[src/rtl/mac_pkg.sv]
// rtl/mac_pkg.sv - shared constants, output state enum and saturating add for the MAC lane
package mac_pkg;

    localparam int IN_W_DEF  = 16;
    localparam int ACC_W_DEF = 32;

    typedef enum logic {
        EMPTY = 1'b0,
        FULL  = 1'b1
    } out_state_e;

    typedef struct packed {
        logic [63:0] value;
        logic        ovf;
    } sat_res_t;

    // Operands arrive sign-extended to 64 bits; w is the live accumulator width (w <= 63).
    function automatic sat_res_t sat_add(input logic signed [63:0] a,
                                         input logic signed [63:0] b,
                                         input int                 w,
                                         input logic               sat);
        logic signed [64:0] s;
        logic signed [64:0] hi;
        logic signed [64:0] lo;
        sat_res_t           r;
        s  = $signed({a[63], a}) + $signed({b[63], b});
        hi = (65'sd1 <<< (w - 1)) - 65'sd1;
        lo = -hi - 65'sd1;
        r.ovf = (s > hi) || (s < lo);
        if (r.ovf && sat) begin
            r.value = s[64] ? lo[63:0] : hi[63:0];
        end else begin
            r.value = s[63:0];
        end
        return r;
    endfunction

endpackage

[src/rtl/full_adder.sv]
// rtl/full_adder.sv - single-bit full adder cell
module full_adder (
    input  logic a,
    input  logic b,
    input  logic ci,
    output logic s,
    output logic co
);

    assign s  = a ^ b ^ ci;
    assign co = (a & b) | (ci & (a ^ b));

endmodule

[src/rtl/ripple_cpa.sv]
// rtl/ripple_cpa.sv - W-bit ripple carry-propagate adder, carry-out dropped (mod 2^W result)
module ripple_cpa #(
    parameter int W = 16
) (
    input  logic [W-1:0] a,
    input  logic [W-1:0] b,
    output logic [W-1:0] s
);

    logic [W:0] carry;
    logic       unused_cout;

    assign carry[0]    = 1'b0;
    assign unused_cout = carry[W];

    for (genvar i = 0; i < W; i++) begin : g_bit
        full_adder u_fa (
            .a  (a[i]),
            .b  (b[i]),
            .ci (carry[i]),
            .s  (s[i]),
            .co (carry[i+1])
        );
    end

endmodule

[src/rtl/mac_accumulator.sv]
// rtl/mac_accumulator.sv - resolves sum/carry rows, accumulates a dot-product group, holds the result
module mac_accumulator
    import mac_pkg::*;
#(
    parameter int IN_W     = IN_W_DEF,
    parameter int ACC_W    = ACC_W_DEF,
    parameter bit SATURATE = 1'b1
) (
    input  logic             clk,
    input  logic             rst_n,
    input  logic             in_valid,
    output logic             in_ready,
    input  logic [IN_W-1:0]  in_sum,
    input  logic [IN_W-1:0]  in_carry,
    input  logic             in_last,
    output logic             out_valid,
    input  logic             out_ready,
    output logic [ACC_W-1:0] out_data,
    output logic             out_overflow
);

    logic             p_valid;
    logic             p_last;
    logic [IN_W-1:0]  p;
    logic [IN_W-1:0]  cpa_sum;
    logic [ACC_W-1:0] acc;
    logic             ovf;
    out_state_e       state;
    out_state_e       state_nxt;
    logic             a_accept;
    logic             in_fire;
    logic             consume;
    logic             last_consume;
    sat_res_t         add_res;
    logic [ACC_W-1:0] nxt;
    logic             nxt_ovf;
    logic             unused_hi;

    ripple_cpa #(.W(IN_W)) u_cpa (
        .a (in_sum),
        .b (in_carry),
        .s (cpa_sum)
    );

    // Only a last term can be held back, and only while an untaken result occupies the output.
    assign out_valid    = (state == FULL);
    assign a_accept     = !p_last || !out_valid || out_ready;
    assign in_ready     = !p_valid || a_accept;
    assign in_fire      = in_valid && in_ready;
    assign consume      = p_valid && a_accept;
    assign last_consume = consume && p_last;

    always_comb begin
        add_res = sat_add({{(64-ACC_W){acc[ACC_W-1]}}, acc},
                          {{(64-IN_W){p[IN_W-1]}}, p},
                          ACC_W, SATURATE);
        nxt     = add_res.value[ACC_W-1:0];
        nxt_ovf = ovf | add_res.ovf;
    end

    assign unused_hi = ^add_res.value[63:ACC_W];

    always_ff @(posedge clk or negedge rst_n) begin
        if (!rst_n) begin
            p_valid <= 1'b0;
            p_last  <= 1'b0;
            p       <= '0;
        end else if (in_fire) begin
            p_valid <= 1'b1;
            p_last  <= in_last;
            p       <= cpa_sum;
        end else if (consume) begin
            p_valid <= 1'b0;
        end
    end

    always_ff @(posedge clk or negedge rst_n) begin
        if (!rst_n) begin
            acc          <= '0;
            ovf          <= 1'b0;
            out_data     <= '0;
            out_overflow <= 1'b0;
        end else if (consume) begin
            if (p_last) begin
                out_data     <= nxt;
                out_overflow <= nxt_ovf;
                acc          <= '0;
                ovf          <= 1'b0;
            end else begin
                acc <= nxt;
                ovf <= nxt_ovf;
            end
        end
    end

    always_ff @(posedge clk or negedge rst_n) begin
        if (!rst_n) begin
            state <= EMPTY;
        end else begin
            state <= state_nxt;
        end
    end

    always_comb begin
        state_nxt = state;
        case (state)
            EMPTY: if (last_consume) state_nxt = FULL;
            FULL:  if (out_ready && !last_consume) state_nxt = EMPTY;
            default: state_nxt = EMPTY;
        endcase
    end

endmodule

[config.mk]
export PLATFORM = sky130hd
export DESIGN_NAME = mac_accumulator
export DESIGN_NICKNAME = d
export VERILOG_FILES = /design/src/rtl/mac_pkg.sv /design/src/rtl/full_adder.sv /design/src/rtl/ripple_cpa.sv /design/src/rtl/mac_accumulator.sv
export SDC_FILE = /design/constraint.sdc
export NUM_CORES = 1
export LEC_CHECK = 0
export ABC_AREA = 1
export CAP_MARGIN = 20
export CELL_PAD_IN_SITES_DETAIL_PLACEMENT = 1
export CELL_PAD_IN_SITES_GLOBAL_PLACEMENT = 1
export CORE_MARGIN = 2
export CORE_UTILIZATION = 40
export DETAILED_ROUTE_END_ITERATION = 10
export PLACE_DENSITY_LB_ADDON = 0.1
export SLEW_MARGIN = 20
export SYNTH_ARGS = -nofsm -noshare
export SYNTH_HDL_FRONTEND = slang
export SYNTH_SLANG_ARGS = --single-unit
[constraint.sdc]
create_clock -name clk -period 3.4 [get_ports clk]
set_input_delay 0.85 -clock clk [delete_from_list [all_inputs] [get_ports clk]]
set_output_delay 0.85 -clock clk [all_outputs]
set_load 0.1 [all_outputs]
## Word level (Yosys, flattened, before mapping)

Index checks and enable logic that the tools add are counted.

| operators by class | value |
|---|---|
| add/sub/neg operators | 1 |
| $lt $le $gt $ge | 2 |
| muxes and demuxes | 9 |
| bitwise logic cells | 76 |
| reductions and logical operators | 14 |

Operators with widths:

| cell | count |
|---|---|
| two-way mux 32 bit | 3 |
| adder 32 x 16 -> 33 bit | 1 |
| > comparator 33 x 32 -> 1 bit, second input constant | 1 |
| less-than comparator 33 x 32 -> 1 bit, second input constant | 1 |
| bitwise XOR 1 bit | 31 |
| bitwise AND 1 bit | 29 |
| bitwise OR 1 bit | 15 |
| two-way mux 1 bit | 5 |
| logical AND 1 bit | 4 |
| logical NOT 1 bit | 4 |
| logical OR 1 bit | 4 |
| one-hot mux 1 bit (2 select lines) | 1 |
| AND reduction 2 bit | 1 |
| nonzero test 2 bit | 1 |
| NOT 1 bit | 1 |

| storage, ports and cells | value |
|---|---|
| register bits after elaboration | 85 |
| output and inout bits | 35 |
| word-level logic and storage cells | 110 |

## Longest topological paths before layout

Gate-level depths: netlist of the first run.

| depth | value |
|---|---|
| depth after elaboration | 30 |
| gate-level depth with buffers | 23 |

## Hierarchy

Synthesis of the first run repeated with hierarchy kept, for this count alone.

| second synthesis, totals | value |
|---|---|
| cell total of the unflattened synthesis | 878 |
| area, all modules | 6374.9 um^2 |

By module, submodules not included:

| module | instances | cells an instance | area an instance (um^2) | seq. area each (um^2) |
|---|---|---|---|---|
| mac_accumulator | 1 | 861 | 6050.8 | 2127.0 |
| full_adder | 16 | 1 | 20.0 | 0.0 |
| ripple_cpa | 1 | 1 | 3.8 | 0.0 |

## Least setup slack after synthesis of the first run

No wires, ideal clock.

| timing path | value |
|---|---|
| path type | input port to flip-flop |
| start point | input port in_sum[0] |
| end point | register p[15] |
| library setup time | 0.083 ns |
| arrival time | 6.458 ns |
| slack | -3.141 ns |
| stages | 19 |
| path through | ha_1 -> fa_1 -> fa_1 -> fa_1 -> fa_1 -> fa_1 -> fa_1 -> fa_1 -> fa_1 -> inv_1 -> fa_1 -> inv_1 -> fa_1 -> fa_1 -> fa_1 -> fa_1 -> fa_1 -> xor2_1 -> o21ai_0 |

| on the way | value |
|---|---|
| word-level cells in the longest chain between the ends | 30 |

Ends and longest elaborated chain:

| element | RTL line | RTL |
|---|---|---|
| from (decl) | mac_accumulator.sv:13 | `input logic [IN_W-1:0] in_sum,` |
| bitwise AND 1 bit (2 in series) | full_adder.sv:11 | `assign co = (a & b) \| (ci & (a ^ b));` |
| bitwise OR 1 bit | full_adder.sv:11 |  |
| bitwise AND 1 bit | full_adder.sv:11 |  |
| bitwise OR 1 bit | full_adder.sv:11 |  |
| bitwise AND 1 bit | full_adder.sv:11 |  |
| bitwise OR 1 bit | full_adder.sv:11 |  |
| bitwise AND 1 bit | full_adder.sv:11 |  |
| bitwise OR 1 bit | full_adder.sv:11 |  |
| (+13 left out) | -- |  |
| bitwise OR 1 bit | full_adder.sv:11 |  |
| bitwise AND 1 bit | full_adder.sv:11 |  |
| bitwise OR 1 bit | full_adder.sv:11 |  |
| bitwise AND 1 bit | full_adder.sv:11 |  |
| bitwise OR 1 bit | full_adder.sv:11 |  |
| bitwise AND 1 bit | full_adder.sv:11 |  |
| bitwise OR 1 bit | full_adder.sv:11 |  |
| bitwise XOR 1 bit | full_adder.sv:10 | `assign s = a ^ b ^ ci;` |
| to (signal assigned) | mac_accumulator.sv:71 | `p <= cpa_sum;` |
| to (decl) | mac_accumulator.sv:24 | `logic [IN_W-1:0] p;` |

Every way passes these cells.
A chain may end at the register's enable or synchronous reset.

## Final worst setup path of the first run

| timing path | value |
|---|---|
| start point | input port in_carry[0] |
| end point | register p[15] |

| on the way | value |
|---|---|
| word-level cells in the longest chain between the ends | 30 |

Ends and longest elaborated chain:

| element | RTL line | RTL |
|---|---|---|
| from (decl) | mac_accumulator.sv:14 | `input logic [IN_W-1:0] in_carry,` |
| bitwise AND 1 bit (2 in series) | full_adder.sv:11 |  |
| bitwise OR 1 bit | full_adder.sv:11 |  |
| bitwise AND 1 bit | full_adder.sv:11 |  |
| bitwise OR 1 bit | full_adder.sv:11 |  |
| bitwise AND 1 bit | full_adder.sv:11 |  |
| bitwise OR 1 bit | full_adder.sv:11 |  |
| bitwise AND 1 bit | full_adder.sv:11 |  |
| bitwise OR 1 bit | full_adder.sv:11 |  |
| (+13 left out) | -- |  |
| bitwise OR 1 bit | full_adder.sv:11 |  |
| bitwise AND 1 bit | full_adder.sv:11 |  |
| bitwise OR 1 bit | full_adder.sv:11 |  |
| bitwise AND 1 bit | full_adder.sv:11 |  |
| bitwise OR 1 bit | full_adder.sv:11 |  |
| bitwise AND 1 bit | full_adder.sv:11 |  |
| bitwise OR 1 bit | full_adder.sv:11 |  |
| bitwise XOR 1 bit | full_adder.sv:10 |  |

Every way passes these cells.

==> run summary, run 1 <==
The share of flip-flops with an asynchronous set or reset after synthesis works out to 1.00. The worst hold path belongs to the class reg2reg. Top-area cell type share of the netlist area: 0.310. The flip-flop cell with the highest count after synthesis was dfrtp_1.

The logs give 0 for the number of maximum-capacitance violations and 34 for the distinct cell type count after synthesis. Tracing the worst setup path back leads to its startpoint at in_carry[0]. The number of antenna violations at the first check in global routing was 0; the number of cell instances on the worst register-to-register path was 22. Entering global routing, the biggest net connects 52 pins.

The HPWL after detailed placement is 18.2 mm. Summed over all layers, the global routing overflow is 0. Dividing the detail-routed via count by the number of cells gives 5.04.

The run gives 6870 sq um as the total standard cell area after synthesis. For the overall track demand over capacity in global routing, the log shows 0.261. The tools report the proportion of synthesized chip area in sequential cells as 0.310. STA puts the critical path data required time at 3.67 ns. STA puts the critical path data arrival time at 6.28 ns.

Number of slew-limit violations in the final report: 0. Of all cell types, the one taking the most synthesized area is dfrtp_1. The net count of the finished layout is 1,251.

The number of antenna diodes was 0; the horizontal die dimension was 135 microns. The worst-margin pin slew came out at 0.761 ns. TritonCTS built the clock tree.

In this run, synthesis produced a sequential element count of 85. From synthesis to final layout, the design area changed by 21.9%. The tightest slew margin relative to the limit is 0.492, and the number of flops mapped to enable cells by yosys is 0. The critical-path maximum fanout works out to 1. The flow ran to the end, but the final reports show violations. For this run, the number of Yosys warnings is 0.

met2 is the most crowded layer. After routing, the total negative slack on setup checks comes to -13.73 ns. STA classifies the critical path startpoint as a primary input.

The post-route cell area is 8380 sq um, and the CTS clock-pin slew for the worst setup and hold paths is 0.06 ns. The synthesized net count came out at 1,150. In the final routed layout, each cell accounts on average for 16.2 microns. The fraction of layout instances using a drive strength above 1 is 0.164, and the via total after detailed routing is 7,004. H-tree depth reported by CTS: 3. In this run the worst setup path terminates at p[15].

The global-route met2 utilization came out at 0.412. The tools report the hold path startpoint as out_data[26]. The count of buffers inserted at the top-level ports is 71. STA classifies the critical path endpoint as a register. Summing all placed instances gives a cell area of 8040 sq um. The buffer depth of the longest clock path is 2, and the via count of the first global-routing pass is 7,266. The total clock buffers created by CTS is 9. For the hold violation count in the final report, the log shows 0. The worst register-to-register path has a setup slack of 0.20 ns. At the end of routability-driven placement, the weighted congestion stood at 0.943. The tools report the number of clock sinks as 85. The clock reaches the later pin of the worst-skew pair after 0.35 ns.

The routing usage on met3 is 0.0349, and the count of nets left with antenna violations after detail routing is 0. In the post-synthesis netlist, the biggest area contributors are dfrtp_1 (31%), nand2_1 (26%), nand3_1 (8.7%). Type of the worst setup path: in2reg. The die area is 18,200 sq um, and the met1 track demand over resource in global routing is 0.385.

The final setup violation count is 9. The mean instance size in the synthesized netlist is 6.45 sq um, and the number of design rule violations left after detail routing is 0. The final reports fail on setup timing. On the final layout, the worst clock skew is 0.0134 ns. The tools report the count of standard-cell rows as 47. The first TritonRoute pass finished after 4 iterations. The share of the cycle needed by the critical path after routing was 1.77; the number of inserted filler cells in the final layout was 2,250.

72 I/O pins were placed. For this block, the initial DRC count from the detailed router was 387. The tools report the hold buffer count at CTS as 0. The first global-routing pass estimated 37.3 mm of wire.

Capturing point of the worst reg2reg path: acc[7]. Final wirelength: 22.6 mm. The core area is 16,700 sq um. The worst register-to-register path begins at p[0]. Synthesis handed over a netlist of 1,065 instances.

The worst setup margin came out at -2.60 ns. Setup repair after global routing could not meet its margin everywhere. Clock tree synthesis selected as its root buffer the cell clkbuf_16. Measured along the y axis, the die boundary spans 135 microns. The final standard cell utilization of the core was 0.502. Counting I/O delays and the setup requirement, the final critical path takes 6.00 ns. For the maximum clock frequency, the log shows 0.167 GHz.

For the effective utilization at floorplan, the log shows 0.411.
==> worst min path at each step <==
stage	endpoint	slack (ns)	cells past startpoint
2_1_floorplan	acc[14]	0.45	2
3_3_place_gp	out_data[26]	0.47	2
3_5_place_dp	out_data[26]	0.47	2
4_1_cts	out_data[26]	0.48	2
5_1_grt	out_data[9]	0.51	2
6_report	out_data[26]	0.48	2
==> state kept, by name, indices dropped and copies added, names as in the netlist <==
signal	cells
acc	32
out_data	32
p	16
out_overflow	1
out_valid	1
ovf	1
p_last	1
p_valid	1
==> per-layer routing <==
metal  up-vias  share of wire
met5         -              0
met4         0         0.0083
met3        12          0.036
met2       115           0.45
met1      3384           0.51
li1       3493              -
==> synth_stat cells, drive strengths merged (4+ instances only) <==
cell and number:
a21oi 22, nor3 4, ha 33, nor2 68, fa 15, dfrtp 85
clkbuf 13, nand2 483, nand4 9, inv 150, buf 14, nand3b 7
o21ai 7, nand3 143
==> logic make-up after synthesis <==
| logic type | Yosys count | synth area share |
|---|---|---|
| AO/OA/AOI/OAI | 34 | 0.0271 |
| flip-flops | 85 | 0.310 |
| XOR/XNOR | 2 | 0.00255 |
| adder cells (fa/ha/maj) | 48 | 0.104 |
| AND/OR/NAND/NOR | 717 | 0.454 |
| buffers and inverters | 179 | 0.103 |
==> cell type report <==
type                    count  area (sq um)  share of cell area
clock buffers              10           229              0.0273
clock inverters             6          46.3             0.00553
inverters                 152           571              0.0681
multi-input cells         802          4130               0.493
flip-flops and latches     85          2130               0.254
well taps                 220           275              0.0329
repair buffers            116          1000               0.119
==> metrics by stage <==
step / hold slack (ns) / cells / worst slack [ns]
2_1_floorplan: 0.453 / 1065 / -2.62
3_3_place_gp: 0.467 / 1370 / -3.25
3_5_place_dp: 0.467 / 1370 / -3.33
4_1_cts: 0.485 / 1386 / -2.95
5_1_grt: 0.512 / 1391 / -2.76
6_report: 0.481 / 1391 / -2.60
==> placed cells by master, fill, tap and decap left out, types with 3 or more instances in the layout <==
| cell | instances |
|---|---|
| inv_2 | 14 |
| dfrtp_1 | 85 |
| fa_2 | 15 |
| clkdlybuf4s50_1 | 31 |
| nand3_1 | 119 |
| o21ai_1 | 3 |
| nand2_1 | 463 |
| nor2_2 | 8 |
| nand3b_1 | 6 |
| nand4_1 | 9 |
| inv_1 | 136 |
| nor2_1 | 60 |
| o21bai_1 | 3 |
| buf_4 | 77 |
| buf_12 | 4 |
| nand3_2 | 24 |
| clkbuf_16 | 9 |
| a21oi_1 | 20 |
| o21ai_0 | 4 |
| nand2_2 | 20 |
| ha_1 | 28 |
| ha_2 | 4 |
==> worst max-delay path, stage by stage <==
cell and delay, ns:
buf_6 0.09, ha_4 0.15, fa_2 0.34, fa_2 0.35, fa_2 0.36, fa_2 0.36
fa_2 0.37, fa_2 0.37, fa_2 0.36, fa_2 0.34, inv_2 0.06, fa_2 0.19
inv_2 0.04, fa_2 0.34, fa_2 0.37, fa_2 0.35, fa_2 0.34, fa_2 0.34
xor2_1 0.17, o21ai_1 0.13
==> repair_timing <==
action / CTS / global route
gates cloned: 0 / 1
buffers inserted: 0 / 4
gates resized for setup: 14 / 15
endpoints found under the setup margin: 10 / 67
pin swaps: 17 / 17
endpoints found under the hold margin: 0 / 0
Power of run 1 is not shown: default switching activity piles up to over one toggle a cycle in this logic, so the estimate is an artifact.
==> run 2: changes to the inputs <==
--- a/config.mk
+++ b/config.mk
@@ -13,6 +13,7 @@
 export CORE_UTILIZATION = 40
 export DETAILED_ROUTE_END_ITERATION = 10
 export PLACE_DENSITY_LB_ADDON = 0.1
+export SETUP_SLACK_MARGIN = 0.5
 export SLEW_MARGIN = 20
 export SYNTH_ARGS = -nofsm -noshare
 export SYNTH_HDL_FRONTEND = slang
==> run summary, run 2 (synthesis results as in run 1) <==
In the routed layout, each cell is associated on average with a via count of 5.97. The master of the slowest instance on the critical path is fa_2. STA classifies the critical path endpoint as a register. The source of the worst register-to-register timing path is p[4]. The logs give 1,280 for the final net count and 11 for the final setup violation count. The fraction of layout instances using a drive strength above 1 came out at 0.423.

The tools report the root cell of the clock tree as clkbuf_16. Setup repair after global routing could not meet its margin everywhere. Leaving out fill and tap cells, the most frequent cell in the layout is nand2_1. The most critical setup path has its startpoint at in_carry[0]. Global-route wire length before repair: 43.6 mm. At the worst endpoint, the required time is 3.70 ns. The number of clock sinks came out at 85.

For the effective utilization at floorplan, the log shows 0.411. TritonCTS built the clock tree. The run gives 0 as the number of slew-limit violations in the final report.

Static timing analysis puts the maximum clock frequency at 0.164 GHz. The number of cell instances on the worst register-to-register path is 21, and the buffer depth of the longest clock path is 2. The via count of the first global-routing pass was 8,041; the critical-path maximum fanout was 1.

Average routed wire per standard cell: 25.6 microns. The pin count of the biggest net entering global routing is 56. On the worst path, the slowest cell contributes a delay of 0.52 ns.

After clock tree synthesis, the clock-pin slew on the worst setup and hold paths is 0.07 ns. The share of the cycle needed by the critical path after routing is 1.79, and the number of maximum-capacitance violations is 0. The worst-margin pin slew was 0.789 ns; the starting DRC count in detailed routing was 738. Remaining global-route overflow: 0. Worst min-delay path category: reg2reg.

The number of design rule violations left after detail routing came out at 0. The critical path is of the in2reg type. On the final layout, the worst clock skew is 0.0156 ns. The height of the die was 135 microns; the count of nets left with antenna violations after detail routing was 0. Capturing point of the worst reg2reg path: out_data[14].

The checks that failed: setup timing. Count of buffers inserted at the top-level ports: 71. After floorplanning, the core was divided into 47 placement rows. At the end of routability-driven placement, the weighted congestion stood at 0.906. In the layout the commonest cells are nand2_1 (366), inv_1 (125), nand2_2 (92). The tools report the number of ports placed on the die boundary as 72.

The critical path goes through buf_6 -> ha_4 -> fa_2 -> fa_2 -> fa_2 -> fa_2 -> fa_2 -> fa_2 -> fa_2 -> fa_2 -> inv_2 -> fa_2 -> inv_2 -> fa_2 -> fa_2 -> fa_2 -> fa_2 -> fa_2 -> nand2_1 -> nand2_1. Following the worst setup path forward leads to its endpoint at p[14]. Along the worst hold path, the cell count comes to 2.

For the hold buffer count at CTS, the log shows 0. The run gives 18.1 mm as the detailed placer's ending HPWL. Hold is met by 0.496 ns. Compared with the post-synthesis result, the final layout area differs by 54.6%. The worst setup path is launched from a primary input. The die area was 18,200 sq um; the final wirelength was 36.3 mm.

The hold violation count in the final report is 0, and the flop-to-flop setup slack is -0.01 ns. Final critical path time including I/O delays and setup: 6.10 ns. The worst setup margin is -2.70 ns, and the core area is 16,700 sq um. The number of antenna violations at the first check in global routing came out at 0.

The critical path arrival is 6.41 ns. The flow ran to the end, but the final reports show violations. In the final layout, the registers with the most flip-flops are acc x32, out_data x32, p x16.

Cell with the most instances on the worst path: fa_2. In this run the most critical hold path is launched from out_data[18]. The overall track demand over capacity in global routing was 0.311; the total clock buffers created by CTS was 9. Tightest slew margin relative to the limit: 0.473. Length of the first detailed-routing pass in iterations: 5.

The number of antenna diodes was 0. The final route contains 8,474 vias. The clock tree synthesis step divided the H-tree into 3 levels. Clock latency on the worst-skew pair, taken at its later pin, is 0.37 ns.

The die is 135 microns wide.
==> run 2: worst min-delay path by stage <==
stage / end / slack [ns]
2_1_floorplan: acc[14] / 0.45
3_3_place_gp: out_data[22] / 0.47
3_5_place_dp: out_data[22] / 0.47
4_1_cts: out_data[23] / 0.48
5_1_grt: out_data[5] / 0.50
6_report: out_data[18] / 0.50
==> run 2: timing repair <==
item	in CTS	in global routing
setup buffers	15	15
endpoints found under the setup margin	76	75
resized for setup	288	162
pin swaps	113	101
gates cloned	3	0
==> run 2: per-layer routing <==
layer,vias to the layer above,GRT usage,share of wire
met3,171,0.0398,0.075
li1,3561,-,-
met2,519,0.513,0.49
met4,0,0.0851,0.055
met1,4223,0.432,0.38
met5,-,0,0
==> run 2: metrics by stage <==
step | util | setup TNS [ns] | worst slack [ns] | instances | area, sq um
after global placement | 0.484 | -20.31 | -3.24 | 1371 | 8080
after CTS | 0.588 | -16.39 | -2.96 | 1405 | 9820
after detailed placement | 0.484 | -21.20 | -3.36 | 1371 | 8080
after global routing | 0.636 | -15.53 | -2.85 | 1420 | 10600
final | 0.636 | -14.63 | -2.70 | 1420 | 10600
after floorplan | - | -14.13 | -2.62 | 1065 | 6920
==> run 2: cell type report <==
type | instances | area (sq um)
Clock buffer | 10 | 239
Clock inverter | 6 | 68.8
Timing Repair Buffer | 145 | 1390
Tap cell | 220 | 275
Sequential cell | 85 | 2130
Fill cell | 1998 | 6080
Multi-Input combinational cell | 802 | 5950
Inverter | 152 | 573
==> run 2: critical path: cells and delay by family <==
family	cells	cell delay (ns)
adders and majority gates	15	5.20
buffers and inverters	3	0.22
and+or+nand+nor	2	0.13
Power of run 2 is left out for the same reason.
==> run 3: changes to the inputs <==
--- a/config.mk
+++ b/config.mk
@@ -6,9 +6,11 @@
 export NUM_CORES = 1
 export LEC_CHECK = 0
 export ABC_AREA = 1
+export ABC_CLOCK_PERIOD_IN_PS = 3400
 export CAP_MARGIN = 20
 export CELL_PAD_IN_SITES_DETAIL_PLACEMENT = 1
 export CELL_PAD_IN_SITES_GLOBAL_PLACEMENT = 1
+export CORE_ASPECT_RATIO = 0.5
 export CORE_MARGIN = 2
 export CORE_UTILIZATION = 40
 export DETAILED_ROUTE_END_ITERATION = 10
==> run summary, run 3 (synthesis results as in run 1) <==
The flow ran to the end, but the final reports show violations. The checks that failed: setup timing. For this block, the initial DRC count from the detailed router was 428. For the setup clock skew after layout, the log shows 0.00847 ns. The tools report the count of standard-cell rows as 33. The multi-input combinational cells in the finished layout cover a total of 4730 sq um.

The largest registers in the layout are acc x32, out_data x32, p x16. In this run the tool buffered the top-level ports with 71 buffer cells. The hold violation count in the final report came out at 0.

For the pin with the worst max-slew slack, the measured transition is 0.453 ns. The via total after detailed routing is 7,279. Among cell families on the critical path, the largest total delay comes from adder cells. For the worst setup margin, the log shows -2.52 ns.

In the final design database the tool counted 1,272 nets. The average routed wire per standard cell was 17.1 microns; the maximum clock frequency was 0.169 GHz. Cell with the most instances on the worst path: fa_2. Summed over all nets, the half-perimeter wirelength after detailed placement is 18.3 mm. By startpoint and endpoint, the worst setup path is classified as in2reg. The tool flagged a number of max-cap violations equal to 0.

Number of antenna violations at the first check in global routing: 0. The critical-path maximum fanout is 1. The first global-routing pass estimated 40.4 mm of wire. The clock net in this run drives a total of 85 sinks. The tools report the via count of the first global-routing pass as 8,011. The logs give 4 for the length of the first detailed-routing pass in iterations and 1,393 for the post-placement cell count.

The number of slew-limit violations in the final report is 0. The share of the cycle needed by the critical path after routing was 1.74; the area taken by flip-flops and latches was 2130 sq um. Using the TritonRoute via totals, the vias-per-cell ratio works out to 5.13.

The weighted congestion reported at the end of routability-driven placement was 0.908. For this run the aggregate overflow at the end of global routing stands at 0. The number of buffers and inverters on the critical path is 3. The final non-filler cell total is 1,419, and the effective utilization at floorplan is 0.414. At the worst endpoint, the arrival time is 6.21 ns. For this run, the slowest stage of the critical path takes 0.52 ns.

The logs give 16,600 sq um for the core area and 24.3 mm for the final wirelength. The logs give 0 for the number of antenna diodes and 9 for the final setup violation count. After filler insertion, the fill cell instance count of the layout stands at 2,174.

The die covers 18,300 sq um. The clock tree synthesis step divided the H-tree into 3 levels. Data on the critical path is required at its endpoint by 3.69 ns.

The worst setup path is launched from a primary input. Pin placement for this block handled 72 I/O pins. Leaving out fill and tap cells, the most frequent cell in the layout is nand2_1. The buffer depth of the longest clock path was 2; the total clock buffers created by CTS was 9. The library cells used most frequently in the layout, excluding fill and tap cells, are nand2_1 (447), inv_1 (136), nand3_1 (107).

The path class of the tightest hold or removal check is in2async. After clock tree synthesis, the clock-pin slew on the worst setup and hold paths is 0.06 ns. The worst-skew pair later-pin latency is 0.35 ns. The capturing element type of the critical path was a register. The count of nets left with antenna violations after detail routing is 0, and the area overhead of the layout relative to synthesis is 33.7%. The final critical path time including I/O delays and setup came out at 5.92 ns. The root buffer cell chosen for the clock tree is clkbuf_16. The height of the die was 96.7 microns.

Traced cell by cell, the critical path runs through buf_6 -> ha_4 -> fa_2 -> fa_2 -> fa_2 -> fa_2 -> fa_2 -> fa_2 -> fa_2 -> fa_2 -> inv_2 -> fa_2 -> inv_2 -> fa_2 -> fa_2 -> fa_2 -> fa_2 -> fa_2 -> nand2_1 -> nand2_1. For the tightest slew margin relative to the limit, the log shows 0.698. Master of the slowest instance on the critical path: fa_2. The horizontal die dimension was 189 microns. The hold buffer count at CTS was 0; the overall track demand over capacity in global routing was 0.277. The total cell area at the placement stage was 8180 sq um. The run gives 0 as the number of design rule violations left after detail routing.

Setup repair after global routing could not meet its margin everywhere. Pin count of the biggest net entering global routing: 56. The post-route cell area was 9180 sq um; the fraction of layout instances using a drive strength above 1 was 0.251. TritonCTS built the clock tree.
## run 3: cell type report
cell class | count | share of cell area
sequential | 85 | 0.232
timing repair buffer | 135 | 0.126
clock inverter | 4 | 0.00586
inverter | 152 | 0.0621
tap | 227 | 0.0309
clock buffer | 12 | 0.0279
multi-input combinational | 804 | 0.515
## run 3: routing by layer
metal  vias to the layer above  track usage  part of all wire
met5                         -            0                 0
met4                         0       0.0751             0.020
met3                        36       0.0428             0.034
met2                       127        0.489              0.49
met1                      3573        0.353              0.46
li1                       3543            -                 -
## run 3: timing repair
action | CTS | global route
setup buffers | 3 | 4
pin swaps | 12 | 8
endpoints found under the setup margin | 75 | 75
resized for setup | 100 | 35
gates cloned | 3 | 0
## run 3: path summary, 6_finish.rpt
kind / cells after the start / start / endpoint / slack (ns)
setup / recovery: 20 / in_sum[0] / p[14] / -2.52
min in group clk: 2 / out_data[7] / out_data[7] / 0.48
setup reg to reg: 20 / acc[12] / out_data[19] / 0.25
max in group asynchronous: 2 / rst_n / acc[29] / 2.28
hold reg to reg: 2 / out_data[7] / out_data[7] / 0.48
hold / removal: 1 / rst_n / p[9] / 0.43
## run 3: stage by stage
| step | setup TNS (ns) | setup slack (ns) | hold WS [ns] | util |
|---|---|---|---|---|
| floorplan | -14.13 | -2.62 | 0.453 | - |
| global placement | -19.95 | -3.21 | 0.467 | 0.493 |
| detailed placement | -20.52 | -3.29 | 0.469 | 0.493 |
| CTS | -13.07 | -2.53 | 0.441 | 0.544 |
| global route | -14.00 | -2.66 | 0.461 | 0.553 |
| finish | -12.96 | -2.52 | 0.433 | 0.553 |
Power of run 3 is left out for the same reason.
